==> config.mk <==
export PLATFORM = sky130hd
export DESIGN_NAME = program_loader
export DESIGN_NICKNAME = d
export VERILOG_FILES = /design/src/rtl/program_loader.sv
export SDC_FILE = /design/constraint.sdc
export NUM_CORES = 1
export LEC_CHECK = 0
export CORE_AREA = 2 2 104 86
export CTS_CLUSTER_DIAMETER = 80
export DETAILED_ROUTE_END_ITERATION = 10
export DIE_AREA = 0 0 106 88
export PLACE_DENSITY_LB_ADDON = 0.3
export SETUP_SLACK_MARGIN = 0.3
export SLEW_MARGIN = 0
export SYNTH_ARGS = -nofsm -noshare
export SYNTH_HDL_FRONTEND = slang
export SYNTH_SLANG_ARGS = --single-unit
==> constraint.sdc <==
create_clock -name CLK -period 3.7 [get_ports CLK]
set_clock_uncertainty 0.05 [all_clocks]
set_input_delay 0.74 -clock CLK [delete_from_list [all_inputs] [get_ports CLK]]
set_output_delay 0.74 -clock CLK [all_outputs]
set_load 0.005 [all_outputs]
==> src/rtl/program_loader.sv <==
// program_loader
//   Boot-time instruction loader for the three-stage core. Receives a byte
//   stream (2-byte little-endian word count N, then N little-endian 32-bit
//   words), writes each word into instruction memory, and keeps the core in
//   reset with its pipeline registers disabled until the whole program is in.
//
//   Handshake: a byte transfers on a rising edge where in_valid && in_ready.
//   in_ready is decoded from state only, so it never depends on in_valid;
//   the sender may hold in_valid low for any number of cycles.
//
// Ports
//   CLK, RESET           clock, asynchronous active-low reset
//   start                one-cycle pulse that opens a load session
//   in_valid/in_data     byte stream input, in_ready is the accept side
//   out_im_WE/ADDR/DATA  instruction-memory write port
//   out_core_RESET       active-high hold for all core resets
//   out_pipe_ENABLE      pipeline register enable
//   out_busy/done/error  session status
//   out_count            words written in the current or last session
//   dbg_state            current FSM state for observation
module program_loader #(
  parameter int IM_DEPTH = 256,
  parameter int ADDR_W   = 8
) (
  input  logic              CLK,
  input  logic              RESET,
  input  logic              start,
  input  logic              in_valid,
  input  logic [7:0]        in_data,
  output logic              in_ready,
  output logic              out_im_WE,
  output logic [ADDR_W-1:0] out_im_ADDR,
  output logic [31:0]       out_im_DATA,
  output logic              out_core_RESET,
  output logic              out_pipe_ENABLE,
  output logic              out_busy,
  output logic              out_done,
  output logic              out_error,
  output logic [15:0]       out_count,
  output logic [2:0]        dbg_state
);

  typedef enum logic [2:0] {
    S_IDLE    = 3'd0,
    S_LEN_LO  = 3'd1,
    S_LEN_HI  = 3'd2,
    S_WORD    = 3'd3,
    S_WRITE   = 3'd4,
    S_RELEASE = 3'd5,
    S_RUN     = 3'd6,
    S_ERROR   = 3'd7
  } state_t;

  state_t      state, next_state;
  logic [15:0] len;
  logic [15:0] count;      // doubles as the word index: both are zero when WORD is entered
  logic [1:0]  byte_idx;
  logic [23:0] word_buf;   // lanes 0..2 of the word being assembled
  logic        accept;
  logic [15:0] len_full;
  logic        len_bad;
  logic        last_word;

  assign accept    = in_valid && in_ready;
  assign len_full  = {in_data, len[7:0]};
  // Compare with all 16 bits so lengths above 2^ADDR_W are still rejected.
  assign len_bad   = (len_full == 16'd0) || (32'(len_full) > IM_DEPTH);
  assign last_word = ((count + 16'd1) == len);

  assign in_ready        = (state == S_LEN_LO) || (state == S_LEN_HI) || (state == S_WORD);
  assign out_im_WE       = (state == S_WRITE);
  assign out_core_RESET  = (state != S_RUN);
  assign out_pipe_ENABLE = (state == S_RUN);
  assign out_done        = (state == S_RUN);
  assign out_error       = (state == S_ERROR);
  assign out_busy        = (state == S_LEN_LO) || (state == S_LEN_HI) || (state == S_WORD) ||
                           (state == S_WRITE)  || (state == S_RELEASE);
  assign out_count       = count;
  assign dbg_state       = state;

  always_comb begin
    next_state = state;
    case (state)
      S_IDLE:    if (start) next_state = S_LEN_LO;
      S_LEN_LO:  if (accept) next_state = S_LEN_HI;
      S_LEN_HI:  if (accept) next_state = len_bad ? S_ERROR : S_WORD;
      S_WORD:    if (accept && (byte_idx == 2'd3)) next_state = S_WRITE;
      S_WRITE:   next_state = last_word ? S_RELEASE : S_WORD;
      S_RELEASE: next_state = S_RUN;
      S_RUN:     if (start) next_state = S_LEN_LO;
      S_ERROR:   if (start) next_state = S_LEN_LO;
      default:   next_state = S_IDLE;
    endcase
  end

  always_ff @(posedge CLK or negedge RESET) begin
    if (!RESET) begin
      state <= S_IDLE;
    end else begin
      state <= next_state;
    end
  end

  always_ff @(posedge CLK or negedge RESET) begin
    if (!RESET) begin
      len         <= '0;
      count       <= '0;
      byte_idx    <= '0;
      word_buf    <= '0;
      out_im_ADDR <= '0;
      out_im_DATA <= '0;
    end else begin
      if ((next_state == S_LEN_LO) && (state != S_LEN_LO)) begin
        count <= '0;
      end
      if ((state == S_LEN_LO) && accept) begin
        len[7:0] <= in_data;
      end
      if ((state == S_LEN_HI) && accept) begin
        len[15:8] <= in_data;
        byte_idx  <= '0;
        count     <= '0;
      end
      if ((state == S_WORD) && accept) begin
        byte_idx <= byte_idx + 2'd1;
        case (byte_idx)
          2'd0: word_buf[7:0]   <= in_data;
          2'd1: word_buf[15:8]  <= in_data;
          2'd2: word_buf[23:16] <= in_data;
          default: begin
            // Address/data are captured here so they are valid throughout
            // the WRITE cycle and simply hold afterwards.
            out_im_DATA <= {in_data, word_buf};
            out_im_ADDR <= count[ADDR_W-1:0];
          end
        endcase
      end
      if (state == S_WRITE) begin
        count <= count + 16'd1;
      end
    end
  end

endmodule

==> impl_metrics.csv <==
group,metric,value,unit
status,status,"finished clean",
sta,hold_viol,0,
routing,wl,9.72,mm
clock_network,htreeDepth,3,
synthesis,synth_area,4610,um^2
sta,holdWs,389,ps
synthesis,postSynthRegisterBits,101,
setup_path,end_kind,"primary output",
sta,fin_crit,3020,ps
place,dp_hpwl,6.78,mm
cells_and_area,n_antenna_cell,0,
clock_network,cts_hold_buffers,0,
clock_network,clk_pin_slew_worst_paths,90,ps
synthesis,synth_edf_count,0,
clock_network,cts_tree,"built",
floorplanning,initial_core_util,0.556,
synthesis,synth_ff_type,"dfrtp_1",
routing,drt-vias-per-instance,5.79,
sta,max_slew_margin,0.496,
floorplanning,pin_count,78,
sta,max_freq,331,MHz
routing,via_count,3268,
synthesis,synthCells,374,
synthesis,avgSynthCellArea,12.3,um^2
cells_and_area,layout-drive-gt1-share,0.237,
power_and_ir_drop,peakVddDrop,0.000351,V
floorplanning,rows,30,
synthesis,yosysTopAreaCellShare,0.548,
synthesis,yosys-top-cells-area,"dfrtp_1 55%, mux2_2 20%, xnor2_1 3.2%, o21ai_0 2.6%, nand2_1 2.0%",
clock_network,cts-resized-gates,0,
sta,drv_slew,0,
routing,avgRoutedWirePerCell,17.2,um
routing,drt_iter0_markers,188,
synthesis,synth_warnings,0,
clock_network,clockBufferDepth,2,
setup_path,cp.required,2910,ps
clock_network,clock_sinks,101,
setup_path,crit_arrival,2230,ps
grt,grt_max_degree,62,
floorplanning,die_area,9330,um^2
sta,setup_viol,0,
setup_path,critical_path_class,"flop to primary output",
synthesis,ys_top_cells_by_count,"101 x dfrtp_1, 81 x mux2_2, 25 x nand2_1, 24 x o21ai_0, 17 x xnor2_1",
synthesis,yosysSeqAreaShare,0.548,
grt,antenna_found_initial,0,
synthesis,syn_nets,391,
worst_hold_path,hold_class,"primary input to async pin",
cells_and_area,nets,466,
power_and_ir_drop,leakage,2.50,nW
routing,ant_nets,0,
sta,rsz0062_at_grt,"no",
setup_path,startpoint_type,"flop",
setup_path,crit_fanout,17,
clock_network,cts-buffers-inserted,9,
grt,grt_pass1_wl,16.2,mm
synthesis,ys_async_sr_fraction,1.00,
floorplanning,die_height,88,um
floorplanning,core_area,8300,um^2
clock_network,root_buffer,"clkbuf_8",
synthesis,synth_top_cell_by_area,"dfrtp_1",
synthesis,yosysUniqueCellTypes,43,
place,finalWeightedCongestion,0.805,
floorplanning,die_w,106,um
place,place.port_buffers,77,
job,drv_cap,0,
cells_and_area,syn_to_final_growth,23.1,%
clock_network,cts_setup_buffers,0,
grt,grt_pass1_vias,3206,
grt,groute.usage.overall,0.227,
synthesis,synth_most_common_cell,"dfrtp_1",
grt,overflow,0,
sta,finalSetupTns,0,ps
sta,tightestPinTransition,756,ps
sta,fin_crit_sh,0.817,
power_and_ir_drop,p_per_area,695,nW/um^2
clock_network,clock_latency,360,ps
routing,drtPass1Iterations,4,
routing,drc,0,
power_and_ir_drop,finalPower,3.95,mW
## power breakdown
group / switching (mW) / internal (mW)
registers: 0.330 / 1.53
logic: 0.508 / 0.904
clock network: 0.356 / 0.324
total: 1.19 / 2.75
## sequential cells by signal (all words and copies together) (netlist names)
name	flops
out_count	16
byte_idx	2
out_im_DATA	32
len	16
out_im_ADDR	8
word_buf	24
dbg_state	3
## kinds of logic (layout without fill, tap and decap cells)
family | Yosys count | count (layout) | share of synthesized area
DFF | 101 | 101 | 0.548
and+or+nand+nor | 85 | 85 | 0.100
muxes | 81 | 81 | 0.198
AOI/OAI and AO/OA | 53 | 53 | 0.0681
xor gates and xnor gates | 27 | 27 | 0.0513
buffers and inverters | 22 | 100 | 0.0212
adders and majority gates | 5 | 5 | 0.0136
## critical path, cell delays in order (launching register included)
cell	delay, ps
dfrtp_1	550
nor2_1	420
nand2_1	130
clkinv_1	220
clkdlybuf4s50_1	550
## per-layer routing
layer	wire, um	global-route usage	part of all wire	vias up
li1	-	-	-	1491
met1	4450	0.324	0.46	1663
met2	4560	0.347	0.47	98
met3	549	0.0536	0.056	16
met4	162	0.0789	0.017	0
met5	0	0	0	-
## path summary, 6_finish.rpt
path,start,endpoint,slack [ps],depth (start not counted)
max,dbg_state[1]$_DFF_PN0_,out_im_WE,680,4
max reg2reg,out_count[0]$_DFFE_PN0P_,dbg_state[1]$_DFF_PN0_,1020,7
min,RESET,out_im_DATA[20]$_DFFE_PN0P_,390,1
max in group asynchronous,RESET,out_count[8]$_DFFE_PN0P_,2420,2
min reg2reg,word_buf[19]$_DFFE_PN0P_,out_im_DATA[19]$_DFFE_PN0P_,460,1
min in group CLK,word_buf[19]$_DFFE_PN0P_,out_im_DATA[19]$_DFFE_PN0P_,460,1
## cell type report
cell class / count / area [um^2]
repair buffers: 82 / 818
fillers: 619 / 2620
flip-flops and latches: 101 / 2530
clock inverters: 4 / 48.8
well taps: 112 / 140
inverters: 4 / 15.0
clock buffers: 10 / 138
multi-input cells: 251 / 1990
## stage by stage
step           cell area (um^2)  instances  utilization  setup slack, ps
6_report                   5680        564        0.684              677
2_1_floorplan              4610        374            -             1330
4_1_cts                    5680        564        0.684              666
3_5_place_dp               5490        550        0.662              966
3_3_place_gp               5490        550        0.662             1010
5_1_grt                    5680        564        0.684              479
## cells in the final DEF (no fill, tap or decap), types with 2 or more instances in the layout
master,instances
and3_1,3
buf_4,5
nor3_1,4
nor4_1,5
ha_1,5
nor2_1,15
o41ai_1,2
nand2_1,24
and4_1,4
nor2b_1,2
a22o_1,2
clkdlybuf4s50_1,76
nand4_1,5
or3_1,3
a31oi_1,3
o21ai_0,24
dfrtp_1,101
xnor2_1,17
xor2_1,10
clkbuf_8,10
mux2_2,81
nand3_1,8
clkinv_2,2
o31ai_1,7
inv_1,3
a21oi_1,11
Power figures use the tool's default switching activity.
